### src/rtl/noc_pkg.sv
// Shared NoC definitions: flit layout, packet limits and the receive FSM encoding.
package noc_pkg;

    localparam int FLIT_W  = 32;
    localparam int SIZE_HI = 23;
    localparam int SIZE_LO = 21;
    localparam int DEST_HI = 31;
    localparam int DEST_LO = 24;
    localparam int MAX_PKT = 5;
    localparam int CAP_W   = 3;

    typedef enum logic [1:0] {
        RX_HEAD,
        RX_BODY,
        RX_DISCARD
    } rx_state_t;

    // Circular pointer increment; depth is not a power of two.
    function automatic logic [CAP_W-1:0] ptr_inc(input logic [CAP_W-1:0] p,
                                                 input logic [CAP_W-1:0] depth);
        return (p == depth - 3'd1) ? '0 : p + 3'd1;
    endfunction

endpackage

### src/rtl/flit_ram.sv
// DEPTH x FLIT_W register array: one synchronous write port, one async read port.
module flit_ram
    import noc_pkg::*;
#(
    parameter int DEPTH = 7
) (
    input  logic              clock,
    input  logic              reset_n,
    input  logic              we,
    input  logic [CAP_W-1:0]  waddr,
    input  logic [FLIT_W-1:0] wdata,
    input  logic [CAP_W-1:0]  raddr,
    output logic [FLIT_W-1:0] rdata
);

    logic [FLIT_W-1:0] mem [DEPTH];

    // Cleared on reset so the show-ahead output reads zero when empty.
    always_ff @(posedge clock) begin
        if (!reset_n) begin
            for (int i = 0; i < DEPTH; i++) mem[i] <= '0;
        end else if (we) begin
            mem[waddr] <= wdata;
        end
    end

    assign rdata = mem[raddr];

endmodule

### src/rtl/flit_input_buffer.sv
// Router input port: stores incoming packets speculatively, commits whole packets,
// and presents committed flits show-ahead. Handshake: ready=1 means data_out is a
// committed flit; asserting next_signal while ready=1 pops it at the clock edge.
module flit_input_buffer
    import noc_pkg::*;
#(
    parameter int DEPTH   = 7,
    parameter int MAX_PKT = noc_pkg::MAX_PKT,
    parameter int SIZE_HI = noc_pkg::SIZE_HI,
    parameter int SIZE_LO = noc_pkg::SIZE_LO
) (
    input  logic        clock,
    input  logic        reset_n,
    input  logic [31:0] data_in,
    input  logic        write_in,
    output logic [2:0]  capacity_out,
    output logic        ack_out,
    input  logic        next_signal,
    output logic [31:0] data_out,
    output logic        ready,
    output logic        drop_err
);

    localparam logic [CAP_W-1:0] DEPTH_C = CAP_W'(DEPTH);
    localparam logic [CAP_W-1:0] MAX_C   = CAP_W'(MAX_PKT);

    rx_state_t        rx_state, rx_state_next;
    logic [CAP_W-1:0] remaining, remaining_next;
    logic [CAP_W-1:0] rd_ptr, wr_commit, wr_spec;
    logic [CAP_W-1:0] committed_flits, inflight, pkt_count, rd_remaining;
    logic [CAP_W-1:0] free, size, head_size, committed_next, pkt_next;
    logic             size_bad, store, commit, drop, rollback, pop, pop_last;

    assign size         = data_in[SIZE_HI:SIZE_LO];
    assign head_size    = data_out[SIZE_HI:SIZE_LO];
    assign size_bad     = (size == '0) || (size > MAX_C);
    assign free         = DEPTH_C - committed_flits - inflight;
    assign capacity_out = free;

    always_ff @(posedge clock) begin
        if (!reset_n) begin
            rx_state  <= RX_HEAD;
            remaining <= '0;
        end else begin
            rx_state  <= rx_state_next;
            remaining <= remaining_next;
        end
    end

    always_comb begin
        rx_state_next  = rx_state;
        remaining_next = remaining;
        case (rx_state)
            RX_HEAD: begin
                if (write_in && !size_bad && size != 3'd1) begin
                    remaining_next = size - 3'd1;
                    rx_state_next  = (size > free) ? RX_DISCARD : RX_BODY;
                end
            end
            RX_BODY: begin
                if (write_in) begin
                    remaining_next = remaining - 3'd1;
                    if (remaining == 3'd1) rx_state_next = RX_HEAD;
                    else if (free == '0)   rx_state_next = RX_DISCARD;
                end
            end
            RX_DISCARD: begin
                if (write_in) begin
                    remaining_next = remaining - 3'd1;
                    if (remaining == 3'd1) rx_state_next = RX_HEAD;
                end
            end
            default: rx_state_next = RX_HEAD;
        endcase
    end

    always_comb begin
        store    = 1'b0;
        commit   = 1'b0;
        drop     = 1'b0;
        rollback = 1'b0;
        case (rx_state)
            RX_HEAD: begin
                if (write_in) begin
                    if (size_bad) begin
                        drop = 1'b1;
                    end else if (size > free) begin
                        drop = (size == 3'd1);
                    end else begin
                        store  = 1'b1;
                        commit = (size == 3'd1);
                    end
                end
            end
            RX_BODY: begin
                if (write_in) begin
                    if (free == '0) begin
                        rollback = 1'b1;
                        drop     = (remaining == 3'd1);
                    end else begin
                        store  = 1'b1;
                        commit = (remaining == 3'd1);
                    end
                end
            end
            RX_DISCARD: drop = write_in && (remaining == 3'd1);
            default: ;
        endcase
    end

    // Read side re-derives packet boundaries from the head flit it is popping.
    assign pop      = next_signal && (committed_flits != '0);
    assign pop_last = (rd_remaining == '0) ? (head_size == 3'd1) : (rd_remaining == 3'd1);

    assign committed_next = committed_flits - CAP_W'(pop) + (commit ? inflight + 3'd1 : '0);
    assign pkt_next       = pkt_count + CAP_W'(commit) - CAP_W'(pop && pop_last);

    always_ff @(posedge clock) begin
        if (!reset_n) begin
            rd_ptr          <= '0;
            wr_commit       <= '0;
            wr_spec         <= '0;
            committed_flits <= '0;
            inflight        <= '0;
            pkt_count       <= '0;
            rd_remaining    <= '0;
            ack_out         <= 1'b0;
            drop_err        <= 1'b0;
            ready           <= 1'b0;
        end else begin
            if (rollback)   wr_spec <= wr_commit;
            else if (store) wr_spec <= ptr_inc(wr_spec, DEPTH_C);
            if (commit)     wr_commit <= ptr_inc(wr_spec, DEPTH_C);
            if (rollback || commit) inflight <= '0;
            else if (store)         inflight <= inflight + 3'd1;
            if (pop) begin
                rd_ptr       <= ptr_inc(rd_ptr, DEPTH_C);
                rd_remaining <= (rd_remaining == '0) ? head_size - 3'd1 : rd_remaining - 3'd1;
            end
            committed_flits <= committed_next;
            pkt_count       <= pkt_next;
            ack_out         <= commit;
            drop_err        <= drop;
            ready           <= (pkt_next != '0);
        end
    end

    flit_ram #(.DEPTH(DEPTH)) u_ram (
        .clock   (clock),
        .reset_n (reset_n),
        .we      (store),
        .waddr   (wr_spec),
        .wdata   (data_in),
        .raddr   (rd_ptr),
        .rdata   (data_out)
    );

endmodule

### config.mk
export PLATFORM = sky130hd
export DESIGN_NAME = flit_input_buffer
export DESIGN_NICKNAME = d
export VERILOG_FILES = /design/src/rtl/noc_pkg.sv /design/src/rtl/flit_ram.sv /design/src/rtl/flit_input_buffer.sv
export SDC_FILE = /design/constraint.sdc
export NUM_CORES = 1
export LEC_CHECK = 0
export BUFFER_PORTS_ARGS = -buffer_cell sky130_fd_sc_hd__buf_2
export CORE_ASPECT_RATIO = 0.8
export CORE_MARGIN = 2
export CORE_UTILIZATION = 42
export DETAILED_ROUTE_END_ITERATION = 8
export SYNTH_ARGS = -nofsm -noshare
export SYNTH_HDL_FRONTEND = slang
export SYNTH_SLANG_ARGS = --single-unit
### constraint.sdc
create_clock -name clock -period 6.8 [get_ports clock]
set_input_delay 0.34 -clock clock [delete_from_list [all_inputs] [get_ports clock]]
set_output_delay 0.34 -clock clock [all_outputs]
set_load 0.03 [all_outputs]
# Yosys cells after proc, flatten, opt, wreduce, memory -nomap -nowiden
# Memory sizes are Yosys's and may differ from the RTL's. A register that Yosys moved wholly into a read port is not among the register bits.
# Index checks and enable logic that the tools add are counted.
dict set report op_classes {
  muxes 48
  order_cmp 2
  add_sub_neg 13
  bitwise_logic 1
  n_eq_ne 15
  n_reduce_logical 21
}
# operator n
set op_table {}
lappend op_table {{3-bit two-way mux} 11}
lappend op_table {{32-bit two-way mux} 1}
lappend op_table {{32-bit OR reduction} 1}
lappend op_table {{1-bit two-way mux} 24}
lappend op_table {{2-bit two-way mux} 7}
lappend op_table {{3-bit by 1-bit equality test with 1-bit output, second input constant} 4}
lappend op_table {{3-bit by 1-bit subtractor with 3-bit output, second input constant} 4}
lappend op_table {{3-bit by 1-bit adder with 3-bit output, second input constant} 3}
lappend op_table {{3-bit logical NOT} 3}
lappend op_table {{2-bit != test, second input constant} 4}
lappend op_table {{3-bit equality test, second input constant} 2}
lappend op_table {{2-bit one-hot mux with 3 select lines} 1}
lappend op_table {{3-bit one-hot mux with 2 select lines} 1}
lappend op_table {{3-bit nonzero test} 2}
lappend op_table {{3-bit by 1-bit subtractor with 3-bit output} 2}
lappend op_table {{1-bit logical AND} 5}
lappend op_table {{5-bit AND reduction} 1}
lappend op_table {{1-bit one-hot mux with 2 select lines} 2}
lappend op_table {{2-bit nonzero test} 2}
lappend op_table {{2-bit OR reduction} 2}
lappend op_table {{3-bit by 1-bit adder with 3-bit output} 1}
lappend op_table {{3-bit adder} 1}
lappend op_table {{3-bit greater-than comparator} 1}
lappend op_table {{3-bit greater-than comparator, second input constant} 1}
lappend op_table {{other kinds (13)} 14}
dict set report word_totals {
  inputBits 36
  ff_bits 29
  mem_count 1
  wordCells 113
  output_inout_bits 38
  ramBits 224
}
# memory depth word_bits rd rd_clocked_by_memory_dff wr line
set mem_list {}
lappend mem_list {u_ram.mem 7 32 1 1 7 flit_ram.sv:16} ;# logic [FLIT_W-1:0] mem [DEPTH];

# Depth between registers and ports, before layout
# Gate-level depths: netlist (run 1).
dict set report logic_depth {
  depth_word 12
  mapped_depth 19
  ltp_nobuf 18
}

# Cells and area by module
# A second synthesis (run 1) with hierarchy kept.
dict set report hier_totals {
  hier_cells 923
  hier_area_um2 12902.4
}
# module cells_each n_inst area_each_um2 seq_area_each_um2
set modules_own_cells {}
lappend modules_own_cells {flit_ram 691 1 10901.7 7367.1}
lappend modules_own_cells {flit_input_buffer 232 1 2000.7 580.6}

# Worst setup path after synthesis (run 1)
# Ideal clock, no wire load.
dict set report synth_path {
  path_type {register to register}
  startpoint {reg inflight[0]}
  endpoint {mem u_ram.mem[5][0] (enable)}
  period_less_slack_ps 5530
  path_stages_with_launch 11
  required_time_ps 6330
  t_arrival_ps 5060
  setup_ps 470
  slack_ps 1270
  n_path_buf 1
  path_cell_list {dfxtp_1 ha_1 inv_1 fa_1 inv_1 ha_1 a211oi_1 o211a_1 buf_2 o21ai_1 o31ai_1}
}
# item line
set synth_rtl {}
lappend synth_rtl {{start: declaration} flit_input_buffer.sv:30} ;# logic [CAP_W-1:0] committed_flits, inflight, pkt_count, rd_remaining;
lappend synth_rtl {{start signal: assignment} flit_input_buffer.sv:135} ;# else if (store) inflight <= inflight + 3'd1;
lappend synth_rtl {{end: declaration} flit_ram.sv:16}

# Worst setup path after layout (run 1)
dict set report layout_path {
  startpoint {reg inflight[0]}
  endpoint {reg committed_flits[2]}
}
dict set report layout_via {
  elab_chain_len 8
  word_cells_on_any_way 12
  cone_classes {add/sub (3); order compare (1); mux (7); reduce/logical (1)}
}
# item line
set layout_rtl {}
lappend layout_rtl {{3-bit subtractor} flit_input_buffer.sv:37} ;# assign free = DEPTH_C - committed_flits - inflight;
lappend layout_rtl {{3-bit greater-than comparator} flit_input_buffer.sv:87} ;# end else if (size > free) begin
lappend layout_rtl {{1-bit two-way mux} flit_input_buffer.sv:87}
lappend layout_rtl {{1-bit two-way mux} flit_input_buffer.sv:85} ;# if (size_bad) begin
lappend layout_rtl {{1-bit two-way mux} flit_input_buffer.sv:84} ;# if (write_in) begin
lappend layout_rtl {{1-bit one-hot mux with 2 select lines} flit_input_buffer.sv:82} ;# case (rx_state)
lappend layout_rtl {{3-bit two-way mux (*)} flit_input_buffer.sv:115} ;# assign committed_next = committed_flits - CAP_W'(pop) + (commit ? inflight + 3'd1 : '0);
lappend layout_rtl {{3-bit adder (*)} flit_input_buffer.sv:115}
lappend layout_rtl {{end signal: assignment} flit_input_buffer.sv:140} ;# committed_flits <= committed_next;
lappend layout_rtl {{end: declaration} flit_input_buffer.sv:30}
# Mark *: on every way between the ends. The rest lies on a longest branch, timed or not.
# A chain may end at the register's enable or synchronous reset.

==> run_summary.xml, run 1 <==
<?xml version="1.0" encoding="UTF-8"?>
<metrics>
  <group name="die">
    <metric name="floorplan.io_pins" unit="">74</metric>
    <metric name="initial_utilization" unit="%">42.74</metric>
    <metric name="dieArea" unit="µm²">33510</metric>
    <metric name="die_width" unit="µm">204.2</metric>
    <metric name="die_height" unit="µm">164.1</metric>
    <metric name="row_count" unit="">58</metric>
    <metric name="core_area" unit="µm²">31500</metric>
  </group>
  <group name="global_route">
    <metric name="grt_pass1_wl" unit="µm">48260</metric>
    <metric name="grt_remaining_overflow" unit="">0</metric>
    <metric name="first_global_vias" unit="">8115</metric>
    <metric name="grt_start_max_net_pins" unit="">57</metric>
    <metric name="antenna_found_initial" unit="">1</metric>
    <metric name="grt_util_all_layers" unit="%">18.96</metric>
  </group>
  <group name="timing">
    <metric name="tns" unit="ns">0</metric>
    <metric name="max_slew.worst_pin.slew" unit="ns">1.229</metric>
    <metric name="rsz0062_at_grt" unit="">false</metric>
    <metric name="max_slew_margin" unit="%">17.89</metric>
    <metric name="setup_viol_count_final" unit="">0</metric>
    <metric name="final_hold_violations" unit="">0</metric>
    <metric name="post-route-period-util" unit="%">69.91</metric>
    <metric name="slew_violations" unit="">0</metric>
    <metric name="timing.final.crit_period" unit="ns">4.754</metric>
    <metric name="clock_skew" unit="ns">0.009357</metric>
    <metric name="fmaxAchievable" unit="MHz">210.4</metric>
  </group>
  <group name="routing">
    <metric name="remaining_drc_errors" unit="">0</metric>
    <metric name="final_antenna_net_count" unit="">0</metric>
    <metric name="final_wirelength" unit="µm">30870</metric>
    <metric name="vias" unit="">8257</metric>
    <metric name="route.detailed.wl_per_inst" unit="µm">20.60</metric>
    <metric name="via_per_inst" unit="">5.508</metric>
    <metric name="drt_first_iter_violations" unit="">732</metric>
    <metric name="detailedRoute.firstPassIterationCount" unit="">5</metric>
  </group>
  <group name="yosys">
    <metric name="yosys_register_bits" unit="">288</metric>
    <metric name="netlist_top_cells_count" unit="">edfxtp_1, nand2_1, nor2_1</metric>
    <metric name="mappedNetlistNets" unit="">1061</metric>
    <metric name="number_of_flops_mapped_to_enable_cells_by_yosys" unit="">224</metric>
    <metric name="ys_warn_count" unit="">0</metric>
    <metric name="mappedNetlistArea" unit="µm²">13460</metric>
    <metric name="yosys.cell_count.top_type" unit="">edfxtp_1</metric>
    <metric name="ys_seq_area_share" unit="%">59.49</metric>
    <metric name="top_cell_type_s_share_of_synthesized_area" unit="%">49.97</metric>
    <metric name="netlist_instances" unit="">998</metric>
    <metric name="avgSynthCellArea" unit="µm²">13.49</metric>
    <metric name="synth.top_cells.by_area" unit="">edfxtp_1, mux4_2, dfxtp_1</metric>
    <metric name="netlist.top_cell.by_area" unit="">edfxtp_1</metric>
    <metric name="synth-async-reset-ratio" unit="%">0</metric>
    <metric name="ys_types" unit="">63</metric>
    <metric name="postSynth.topFlopCell" unit="">edfxtp_1</metric>
  </group>
  <group name="clock_network">
    <metric name="clock-root-buffer" unit="">clkbuf_16</metric>
    <metric name="cts_resized" unit="">0</metric>
    <metric name="htree_num_levels" unit="">1</metric>
    <metric name="clock_tree_from_tritoncts" unit="">done</metric>
    <metric name="tritoncts_num_sinks" unit="">288</metric>
    <metric name="clockBufferDepth" unit="">3</metric>
    <metric name="clkLatencyLatePin" unit="ns">0.56</metric>
    <metric name="clock_slew_seen_by_the_registers_of_the_worst_setup_and_hold_paths" unit="ns">0.07</metric>
    <metric name="postCtsSetupRepairBufs" unit="">0</metric>
    <metric name="tritoncts.num_buffers" unit="">30</metric>
    <metric name="cts.hold.buffers_added" unit="">0</metric>
  </group>
  <group name="critical_path">
    <metric name="worst_setup_path_start_kind" unit="">flip-flop</metric>
    <metric name="critPathMaxFanout" unit="">9</metric>
    <metric name="reg2reg_setup_slack" unit="ns">2.05</metric>
    <metric name="critical_path_required" unit="ns">7.25</metric>
    <metric name="timing.critical_path.arrival" unit="ns">5.20</metric>
    <metric name="critPathCaptureType" unit="">flip-flop</metric>
    <metric name="worst-setup-path-type" unit="">reg -&gt; reg</metric>
  </group>
  <group name="cells_and_area">
    <metric name="fin_cells" unit="">1499</metric>
    <metric name="nNetsFinal" unit="">1118</metric>
    <metric name="post-route-cell-area" unit="µm²">15270</metric>
    <metric name="insertedDiodeCount" unit="">0</metric>
    <metric name="layout-drive-gt1-share" unit="%">25.30</metric>
    <metric name="area.growth.synth_to_final" unit="%">13.46</metric>
  </group>
  <group name="hold_path">
    <metric name="min_path_type" unit="">in -&gt; reg</metric>
  </group>
  <group name="power">
    <metric name="power-per-cell-area" unit="nW/µm²">353.9</metric>
    <metric name="report.power.total" unit="mW">5.405</metric>
    <metric name="leakage" unit="nW">5.647</metric>
    <metric name="power.ir.vdd_worst" unit="µV">234.5</metric>
  </group>
  <group name="placed_design">
    <metric name="gp_congestion" unit="">0.7700</metric>
    <metric name="port_buffers" unit="">73</metric>
    <metric name="place.detailed.instances" unit="">1443</metric>
    <metric name="place.detailed.hpwl" unit="µm">18560</metric>
    <metric name="place_area" unit="µm²">14240</metric>
  </group>
  <group name="status">
    <metric name="run_status" unit="">finished clean</metric>
  </group>
  <group name="run">
    <metric name="drv_cap" unit="">0</metric>
  </group>
</metrics>
-- sequential cells by signal, summed over array words and instances, names as in the netlist, 2 cells and up, named ones only --
name	cells
u_ram.mem	256
committed_flits	3
inflight	3
pkt_count	3
rd_ptr	3
rd_remaining	3
remaining	3
wr_commit	3
wr_spec	3
rx_state	2
-- worst paths after layout --
kind	cells past startpoint	end	from
worst max-delay path	17	committed_flits[2]$_SDFF_PN0_	inflight[0]$_SDFFE_PP0P_
worst min-delay path	3	u_ram.mem[6][12]$_SDFFE_PN0P_	data_in[12]
worst max register to register	17	committed_flits[2]$_SDFF_PN0_	inflight[0]$_SDFFE_PP0P_
worst min register to register	2	u_ram.mem[6][8]$_SDFFE_PN0P_	u_ram.mem[6][8]$_SDFFE_PN0P_
-- layer usage --
metal | part of all wire (%) | global-route usage, % | wire (µm)
met1 | 48 | 28.07 | 14750
met4 | 2.0 | 4.084 | 619
met5 | 0 | 0 | 0
met3 | 5.3 | 3.135 | 1645
met2 | 45 | 29.46 | 13860
-- layout make-up --
type | count | area (µm²)
multi-input cells | 606 | 5056
clock inverters | 18 | 195.2
repair buffers | 92 | 510.5
inverters | 37 | 138.9
well taps | 420 | 525.5
fillers | 2779 | 16220
flip-flops and latches | 288 | 8014
clock buffers | 38 | 832.0
-- layout by cell type, fill, tap and decap left out, types with 3 or more instances in the layout --
master and n:
fa_1 3, mux2i_1 46, o21ai_0 9, inv_1 35
a31oi_1 7, dfxtp_1 61, o211ai_1 5, clkbuf_8 3
or2_2 4, a211oi_1 4, bufinv_16 4, edfxtp_1 224
buf_4 20, xor2_1 4, clkbuf_1 4, o21ai_4 4
xnor2_1 3, clkinv_1 6, nand3_1 4, nand2_1 112
buf_2 72, mux2_2 31, ha_1 24, a211o_1 3
mux4_2 64, clkbuf_16 31, nor3_1 42, and3_1 30
a21oi_1 15, and2_1 34, nor2_1 100, nor2_4 11
clkinv_2 7, nor2b_1 6
-- kinds of logic after synthesis --
| kind of cell | Yosys count | share of synthesized area, % |
|---|---|---|
| and+or+nand+nor | 350 | 12.34 |
| DFF | 288 | 59.49 |
| muxes | 141 | 16.72 |
| buffers and inverters | 104 | 3.700 |
| AOI/OAI and AO/OA | 80 | 4.434 |
| adders and majority gates | 27 | 2.677 |
| xor gates and xnor gates | 8 | 0.6321 |
-- metrics by stage --
step	util [%]	hold slack [ns]	worst slack [ns]
after global routing	48.49	0.09094	1.746
after floorplan	-	0.4315	1.270
after CTS	48.49	0.07957	2.014
after global placement	45.23	0.4435	2.201
after detailed placement	45.23	0.4501	2.030
final	48.49	0.1012	2.046
-- worst max-delay path: stages (launching register included) --
cell and delay, ns:
dfxtp_1 0.40, ha_1 0.17, inv_1 0.04, fa_1 0.38, xnor3_2 0.44, ha_1 0.33, o21ai_0 0.41, o211a_1 0.43
o21ai_1 0.27, or2_2 0.34, ha_1 0.27, inv_1 0.04, ha_1 0.18, fa_1 0.38, xor2_1 0.18, xnor2_1 0.18
nand2b_1 0.13, mux2i_1 0.07
-- power breakdown --
part	leakage [nW]	internal, mW	switching (mW)
logic	2.34	0.573	0.895
registers	2.80	2.09	0.131
clock network	0.508	1.02	0.697
Note: power is estimated with default switching activity, not from simulation.
==> inputs of run 2 (changes only) <==
==> constraint.sdc (replaced) <==
create_clock -name clock -period 4.3 [get_ports clock]
set_input_delay 0.215 -clock clock [delete_from_list [all_inputs] [get_ports clock]]
set_output_delay 0.215 -clock clock [all_outputs]
set_load 0.03 [all_outputs]
==> run 2 against run 1 <==
Net effect: register-to-register slack lost 1.8 ns; utilization grew 0.88 points; critical path depth is the same; sequential share of layout area shrank 0.93 points; clock power grew 43%; combinational power grew 68%; critical endpoint unchanged.
==> run_summary.xml, run 2 (synthesized netlist as in run 1, its figures left out) <==
<?xml version="1.0" encoding="UTF-8"?>
<metrics>
  <group name="timing">
    <metric name="tns" unit="ns">0</metric>
    <metric name="hold-worst-slack" unit="ns">0.02398</metric>
    <metric name="slew_violations" unit="">0</metric>
    <metric name="clock_skew" unit="ns">0.01431</metric>
    <metric name="post-route-period-util" unit="%">94.98</metric>
    <metric name="timing.final.ws_setup" unit="ns">0.2157</metric>
    <metric name="fmaxAchievable" unit="MHz">244.8</metric>
    <metric name="timing.final.crit_period" unit="ns">4.084</metric>
    <metric name="max_slew_margin" unit="%">40.78</metric>
    <metric name="rsz0062_at_grt" unit="">false</metric>
    <metric name="final_hold_violations" unit="">0</metric>
    <metric name="max_slew.worst_pin.slew" unit="ns">0.8862</metric>
    <metric name="setup_viol_count_final" unit="">0</metric>
  </group>
  <group name="routing">
    <metric name="final_antenna_net_count" unit="">0</metric>
    <metric name="route.detailed.wl_per_inst" unit="µm">20.76</metric>
    <metric name="detailedRoute.firstPassIterationCount" unit="">7</metric>
    <metric name="via_per_inst" unit="">5.402</metric>
    <metric name="remaining_drc_errors" unit="">0</metric>
    <metric name="vias" unit="">8298</metric>
    <metric name="final_wirelength" unit="µm">31880</metric>
    <metric name="drt_first_iter_violations" unit="">546</metric>
  </group>
  <group name="clock_network">
    <metric name="cts_resized" unit="">0</metric>
    <metric name="clkLatencyLatePin" unit="ns">0.55</metric>
    <metric name="clock-root-buffer" unit="">clkbuf_16</metric>
    <metric name="htree_num_levels" unit="">1</metric>
    <metric name="tritoncts_num_sinks" unit="">288</metric>
    <metric name="clockBufferDepth" unit="">3</metric>
    <metric name="postCtsSetupRepairBufs" unit="">0</metric>
    <metric name="tritoncts.num_buffers" unit="">29</metric>
    <metric name="cts.hold.buffers_added" unit="">26</metric>
    <metric name="clock_slew_seen_by_the_registers_of_the_worst_setup_and_hold_paths" unit="ns">0.07</metric>
    <metric name="clock_tree_from_tritoncts" unit="">done</metric>
  </group>
  <group name="cells_and_area">
    <metric name="post-route-cell-area" unit="µm²">15550</metric>
    <metric name="layout-drive-gt1-share" unit="%">25.09</metric>
    <metric name="final_common_cell" unit="">edfxtp_1</metric>
    <metric name="largest_register_ffs" unit="">256</metric>
    <metric name="most-common-layout-cells" unit="">edfxtp_1, nand2_1, nor2_1</metric>
    <metric name="nNetsFinal" unit="">1157</metric>
    <metric name="final_core_utilization" unit="%">49.37</metric>
    <metric name="fin_cells" unit="">1536</metric>
    <metric name="area.growth.synth_to_final" unit="%">15.51</metric>
    <metric name="insertedDiodeCount" unit="">0</metric>
    <metric name="largest_register" unit="">u_ram.mem</metric>
  </group>
  <group name="status">
    <metric name="run_status" unit="">finished clean</metric>
  </group>
  <group name="placed_design">
    <metric name="port_buffers" unit="">73</metric>
    <metric name="place.detailed.hpwl" unit="µm">18880</metric>
    <metric name="place_area" unit="µm²">14380</metric>
    <metric name="gp_congestion" unit="">0.7774</metric>
    <metric name="place.detailed.instances" unit="">1457</metric>
    <metric name="pre_cts_slack" unit="ns">0.2143</metric>
  </group>
  <group name="power">
    <metric name="report.power.total" unit="mW">8.376</metric>
    <metric name="power-per-cell-area" unit="nW/µm²">538.7</metric>
    <metric name="power.ir.vdd_worst" unit="µV">361.6</metric>
    <metric name="leakage" unit="nW">5.759</metric>
  </group>
  <group name="global_route">
    <metric name="grt_start_max_net_pins" unit="">54</metric>
    <metric name="first_global_vias" unit="">8363</metric>
    <metric name="grt_util_all_layers" unit="%">19.57</metric>
    <metric name="grt_remaining_overflow" unit="">0</metric>
    <metric name="antenna_found_initial" unit="">0</metric>
    <metric name="grt_pass1_wl" unit="µm">50020</metric>
  </group>
  <group name="die">
    <metric name="floorplan.io_pins" unit="">74</metric>
    <metric name="dieArea" unit="µm²">33510</metric>
    <metric name="die_width" unit="µm">204.2</metric>
    <metric name="die_height" unit="µm">164.1</metric>
    <metric name="initial_utilization" unit="%">42.74</metric>
    <metric name="core_area" unit="µm²">31500</metric>
    <metric name="row_count" unit="">58</metric>
  </group>
  <group name="critical_path">
    <metric name="timing.critical_path.arrival" unit="ns">4.52</metric>
    <metric name="worst-setup-path-type" unit="">reg -&gt; reg</metric>
    <metric name="critPathCaptureType" unit="">flip-flop</metric>
    <metric name="critical-path-top-cell-by-count" unit="">ha_1</metric>
    <metric name="timing.critical_path.cells" unit="">ha_1 -&gt; inv_1 -&gt; fa_1 -&gt; xnor3_2 -&gt; ha_1 -&gt; o21ai_0 -&gt; o211a_1 -&gt; o21ai_1 -&gt; or2_2 -&gt; ha_1 -&gt; inv_1 -&gt; ha_1 -&gt; fa_1 -&gt; xor2_1 -&gt; xnor2_1 -&gt; nand2b_1 -&gt; mux2i_1</metric>
    <metric name="worst_setup_path_start_kind" unit="">flip-flop</metric>
    <metric name="critPathMaxFanout" unit="">5</metric>
    <metric name="cp_slowest_stage_delay" unit="ns">0.43</metric>
    <metric name="critPathSlowestCell" unit="">xnor3_2</metric>
    <metric name="critical_path_required" unit="ns">4.73</metric>
  </group>
  <group name="hold_path">
    <metric name="min_path_type" unit="">in -&gt; reg</metric>
  </group>
  <group name="run">
    <metric name="drv_cap" unit="">0</metric>
  </group>
</metrics>
-- run 2: cell count changes in the layout (fill, tap and decap cells not counted) --
cell / change
clkbuf_8: -1
inv_6: -1
dlygate4sd3_1: +26
a211oi_2: +1
a211oi_1: -1
clkbuf_16: -2
clkinvlp_4: +2
bufinv_16: -2
clkinv_1: -1
buf_12: +2
clkinv_2: -4
clkbuf_1: +6
buf_4: +12
-- run 2: final timing paths --
| path | cells after the start | from | end | slack (ns) |
|---|---|---|---|---|
| setup reg to reg | 17 | inflight[0]$_SDFFE_PP0P_ | committed_flits[2]$_SDFF_PN0_ | 0.22 |
| setup / recovery | 17 | inflight[0]$_SDFFE_PP0P_ | committed_flits[2]$_SDFF_PN0_ | 0.22 |
| hold / removal | 3 | data_in[19] | u_ram.mem[6][19]$_SDFFE_PN0P_ | 0.02 |
| hold reg to reg | 2 | u_ram.mem[6][30]$_SDFFE_PN0P_ | u_ram.mem[6][30]$_SDFFE_PN0P_ | 0.46 |
-- run 2: power breakdown --
part,leakage [nW],switching (mW),total (mW),internal (mW)
Sequential,2.80,0.155,3.46,3.31
Clock,0.433,1.04,2.44,1.40
Combinational,2.52,1.51,2.47,0.958
Total,5.76,2.71,8.38,5.66
-- run 2: routing by layer --
layer  vias to the layer above  GRT usage (%)  part of all wire, %
li1                       3886              -                    -
met1                      4135          28.29                   46
met2                       245          31.74                   46
met3                        32          3.214                  6.4
met4                         0          3.195                  1.4
met5                         -              0                    0
-- run 2: area by class of cell --
class	count	area [µm²]
clock inverters	12	117.6
multi-input cells	606	5061
clock buffers	41	790.8
inverters	37	138.9
well taps	420	525.5
repair buffers	132	900.9
flip-flops and latches	288	8014
fillers	2801	15950
-- run 2: critical path, delay by kind of cell, from the launching register on --
family                   cells  cell delay [ns]
AO/OA/AOI/OAI                3             0.55
XOR/XNOR                     3             0.77
adder cells (fa/ha/maj)      6             1.69
buffers and inverters        2             0.08
flip-flops                   1             0.40
multiplexers                 1             0.07
AND/OR/NAND/NOR              2             0.41
==> inputs of run 3 (changes only) <==
--- a/config.mk
+++ b/config.mk
@@ -9,7 +9,9 @@
 export CORE_ASPECT_RATIO = 0.8
 export CORE_MARGIN = 2
 export CORE_UTILIZATION = 42
+export CTS_CLUSTER_SIZE = 16
 export DETAILED_ROUTE_END_ITERATION = 8
 export SYNTH_ARGS = -nofsm -noshare
 export SYNTH_HDL_FRONTEND = slang
+export SYNTH_HIERARCHICAL = 1
 export SYNTH_SLANG_ARGS = --single-unit
==> run 3 against run 2 <==
Net effect: utilization shrank 0.49 points; critical path depth grew 1; clock skew shrank 0.0070 ns; register-to-register slack gained 0.04 ns; global-route usage shrank 0.87 points; total power shrank 7.4%; clock power is essentially flat; highest routed layer unchanged.
==> run_summary.xml, run 3 <==
<?xml version="1.0" encoding="UTF-8"?>
<metrics>
  <group name="clock_network">
    <metric name="clkLatencyLatePin" unit="ns">0.54</metric>
    <metric name="tritoncts_num_sinks" unit="">285</metric>
    <metric name="clock-root-buffer" unit="">clkbuf_16</metric>
    <metric name="clockBufferDepth" unit="">3</metric>
    <metric name="clock_tree_from_tritoncts" unit="">done</metric>
    <metric name="tritoncts.num_buffers" unit="">29</metric>
    <metric name="clock_slew_seen_by_the_registers_of_the_worst_setup_and_hold_paths" unit="ns">0.06</metric>
    <metric name="htree_num_levels" unit="">1</metric>
  </group>
  <group name="critical_path">
    <metric name="critical_path_required" unit="ns">4.72</metric>
    <metric name="timing.critical_path.arrival" unit="ns">4.46</metric>
    <metric name="cp_num_buf_inv" unit="">2</metric>
    <metric name="regToRegEndpoint" unit="">committed_flits[2]$_SDFF_PN0_</metric>
    <metric name="critical_path.endpoint" unit="">committed_flits[2]$_SDFF_PN0_</metric>
    <metric name="critPathCaptureType" unit="">flip-flop</metric>
    <metric name="worst_setup_path_startpoint" unit="">committed_flits[0]$_SDFF_PN0_</metric>
    <metric name="critPathMaxFanout" unit="">4</metric>
    <metric name="critPathSlowestCell" unit="">xnor3_2</metric>
    <metric name="crit_family" unit="">adder cells</metric>
    <metric name="r2r-start" unit="">committed_flits[0]$_SDFF_PN0_</metric>
    <metric name="worst-setup-path-type" unit="">reg -&gt; reg</metric>
    <metric name="critical-path-top-cell-by-count" unit="">ha_1</metric>
    <metric name="worst_setup_path_start_kind" unit="">flip-flop</metric>
    <metric name="total_stage_count_of_the_critical_path" unit="">18</metric>
    <metric name="reg2reg_setup_slack" unit="ns">0.26</metric>
    <metric name="timing.critical_path.cells" unit="">ha_1 -&gt; inv_1 -&gt; fa_1 -&gt; xnor3_2 -&gt; ha_4 -&gt; and3_1 -&gt; a211o_1 -&gt; o211ai_1 -&gt; nor3_4 -&gt; nand2b_1 -&gt; ha_1 -&gt; inv_1 -&gt; ha_1 -&gt; fa_1 -&gt; xor2_1 -&gt; xnor2_1 -&gt; nand2b_1 -&gt; mux2i_1</metric>
    <metric name="cp_slowest_stage_delay" unit="ns">0.43</metric>
    <metric name="worstRegToRegCells" unit="">18</metric>
  </group>
  <group name="die">
    <metric name="dieArea" unit="µm²">32150</metric>
    <metric name="floorplan.io_pins" unit="">74</metric>
    <metric name="die_width" unit="µm">200.0</metric>
    <metric name="die_height" unit="µm">160.8</metric>
    <metric name="core_area" unit="µm²">30310</metric>
    <metric name="row_count" unit="">57</metric>
    <metric name="initial_utilization" unit="%">42.57</metric>
  </group>
  <group name="yosys">
    <metric name="yosys_register_bits" unit="">285</metric>
    <metric name="postSynth.topFlopCell" unit="">edfxtp_1</metric>
    <metric name="mappedNetlistArea" unit="µm²">12900</metric>
    <metric name="synth.top_cells.by_area" unit="">edfxtp_1, mux4_1, dfxtp_1</metric>
    <metric name="number_of_flops_mapped_to_enable_cells_by_yosys" unit="">224</metric>
    <metric name="ys_warn_count" unit="">6</metric>
    <metric name="ys_seq_area_share" unit="%">61.60</metric>
    <metric name="netlist_instances" unit="">923</metric>
    <metric name="synth-async-reset-ratio" unit="%">0</metric>
    <metric name="avgSynthCellArea" unit="µm²">13.98</metric>
    <metric name="netlist_top_cells_count" unit="">edfxtp_1, nor2_1, nand2_1</metric>
    <metric name="netlist.top_cell.by_area" unit="">edfxtp_1</metric>
    <metric name="mappedNetlistNets" unit="">986</metric>
    <metric name="top_cell_type_s_share_of_synthesized_area" unit="%">52.13</metric>
    <metric name="yosys.cell_count.top_type" unit="">edfxtp_1</metric>
    <metric name="ys_types" unit="">57</metric>
  </group>
  <group name="timing">
    <metric name="max_slew_margin" unit="%">60.78</metric>
    <metric name="post-route-period-util" unit="%">93.97</metric>
    <metric name="fmaxAchievable" unit="MHz">247.5</metric>
    <metric name="timing.final.ws_setup" unit="ns">0.2593</metric>
    <metric name="final_hold_violations" unit="">0</metric>
    <metric name="setup_viol_count_final" unit="">0</metric>
    <metric name="clock_skew" unit="ns">0.007355</metric>
    <metric name="max_slew.worst_pin.slew" unit="ns">0.5847</metric>
    <metric name="timing.final.crit_period" unit="ns">4.041</metric>
    <metric name="slew_violations" unit="">0</metric>
  </group>
  <group name="routing">
    <metric name="drt_first_iter_violations" unit="">532</metric>
    <metric name="final_antenna_net_count" unit="">0</metric>
    <metric name="detailedRoute.firstPassIterationCount" unit="">5</metric>
    <metric name="final_wirelength" unit="µm">29260</metric>
    <metric name="remaining_drc_errors" unit="">0</metric>
    <metric name="vias" unit="">7639</metric>
    <metric name="via_per_inst" unit="">5.305</metric>
    <metric name="route.detailed.wl_per_inst" unit="µm">20.32</metric>
  </group>
  <group name="power">
    <metric name="power.ir.vdd_worst" unit="µV">295.4</metric>
    <metric name="leakage" unit="nW">5.630</metric>
    <metric name="power-per-cell-area" unit="nW/µm²">523.4</metric>
  </group>
  <group name="cells_and_area">
    <metric name="fin_cells" unit="">1440</metric>
    <metric name="largest_register_ffs" unit="">256</metric>
    <metric name="area.growth.synth_to_final" unit="%">14.83</metric>
    <metric name="largest_register" unit="">u_ram/mem</metric>
    <metric name="fillCellCount" unit="">2684</metric>
    <metric name="insertedDiodeCount" unit="">0</metric>
    <metric name="most-common-layout-cells" unit="">edfxtp_1, nor2_1, buf_2</metric>
    <metric name="final_common_cell" unit="">edfxtp_1</metric>
    <metric name="nNetsFinal" unit="">1068</metric>
    <metric name="layout-drive-gt1-share" unit="%">21.23</metric>
  </group>
  <group name="global_route">
    <metric name="grt_pass1_wl" unit="µm">45800</metric>
    <metric name="antenna_found_initial" unit="">0</metric>
    <metric name="grt_start_max_net_pins" unit="">43</metric>
    <metric name="groute.layer.met3.usage" unit="%">3.129</metric>
    <metric name="first_global_vias" unit="">7837</metric>
    <metric name="gr-usage-met1" unit="%">27.35</metric>
    <metric name="met2_usage_grt" unit="%">29.81</metric>
    <metric name="grt_util_all_layers" unit="%">18.71</metric>
    <metric name="grt_remaining_overflow" unit="">0</metric>
    <metric name="grt.busiest_layer" unit="">met2</metric>
  </group>
  <group name="placed_design">
    <metric name="place.detailed.instances" unit="">1385</metric>
    <metric name="gp_congestion" unit="">0.7482</metric>
    <metric name="pre_cts_slack" unit="ns">0.1710</metric>
    <metric name="place.detailed.hpwl" unit="µm">17660</metric>
    <metric name="port_buffers" unit="">73</metric>
  </group>
  <group name="status">
    <metric name="run_status" unit="">finished clean</metric>
  </group>
  <group name="run">
    <metric name="drv_cap" unit="">0</metric>
  </group>
  <group name="hold_path">
    <metric name="min_path_type" unit="">in -&gt; reg</metric>
  </group>
</metrics>
## run 3: where the power goes
part	switching (mW)	internal (mW)	leakage, nW
clock network	1.03	1.43	0.445
registers	0.129	3.28	2.78
logic	1.16	0.718	2.40
total	2.32	5.43	5.63
## run 3: layer usage
metal	wire length, µm	up-vias
met5	0	-
met4	464	0
met3	1645	39
met2	13480	195
met1	13670	3849
li1	-	3556
## run 3: worst min-delay path by stage
stage	from	end	slack, ns	depth (start not counted)
CTS	data_in[28]	u_ram/mem[6][28]$_SDFFE_PN0P_	0.06	3
global route	data_in[28]	u_ram/mem[6][28]$_SDFFE_PN0P_	0.09	3
finish	data_in[28]	u_ram/mem[6][28]$_SDFFE_PN0P_	0.09	3
detailed placement	u_ram/mem[6][17]$_SDFFE_PN0P_	u_ram/mem[6][17]$_SDFFE_PN0P_	0.45	2
global placement	u_ram/mem[6][21]$_SDFFE_PN0P_	u_ram/mem[6][21]$_SDFFE_PN0P_	0.44	2
floorplan	write_in	drop_err$_SDFF_PN0_	0.33	2
## run 3: final cells by class
type	count	area (µm²)	share of cell area, %
clock inverters	10	106.4	0.7178
flip-flops and latches	285	7955	53.69
repair buffers	107	685.7	4.628
well taps	413	516.7	3.488
clock buffers	43	818.3	5.523
inverters	62	232.7	1.571
multi-input cells	520	4501	30.38
## run 3: worst min-delay path, cell delays in order
cell and delay (ns):
buf_2 0.10, nand2_1 0.18, a2bb2oi_1 0.09
## run 3: metrics by stage
step	hold WS (ns)	util, %	area, µm²	setup TNS [ns]	power (mW)
2_1_floorplan	0.3333	-	12930	0	4.795
3_3_place_gp	0.4389	45.71	13860	0	5.330
3_5_place_dp	0.4477	45.71	13860	0	5.351
4_1_cts	0.06405	48.80	14790	0	7.827
5_1_grt	0.09425	48.88	14820	-0.005536	8.133
6_report	0.08862	48.88	14820	0	7.755
## run 3: cells by family (layout without fill, tap and decap cells)
logic type,after synthesis,after routing,synth area share [%]
buf+inv,118,222,4.044
fa+ha+maj,27,27,2.793
xor+xnor,8,8,0.6594
mux,119,119,17.19
flops,285,285,61.60
simple gates,288,288,9.368
compound gates,78,78,4.345
## run 3: timing repair
| item | 4_1_cts | 5_1_grt |
|---|---|---|
| hold buffers | 1 | 0 |
| hold endpoints to repair | 1 | 0 |
| setup buffers | 0 | 1 |
| setup endpoints to repair | 0 | 6 |
| gates resized for setup | 0 | 3 |
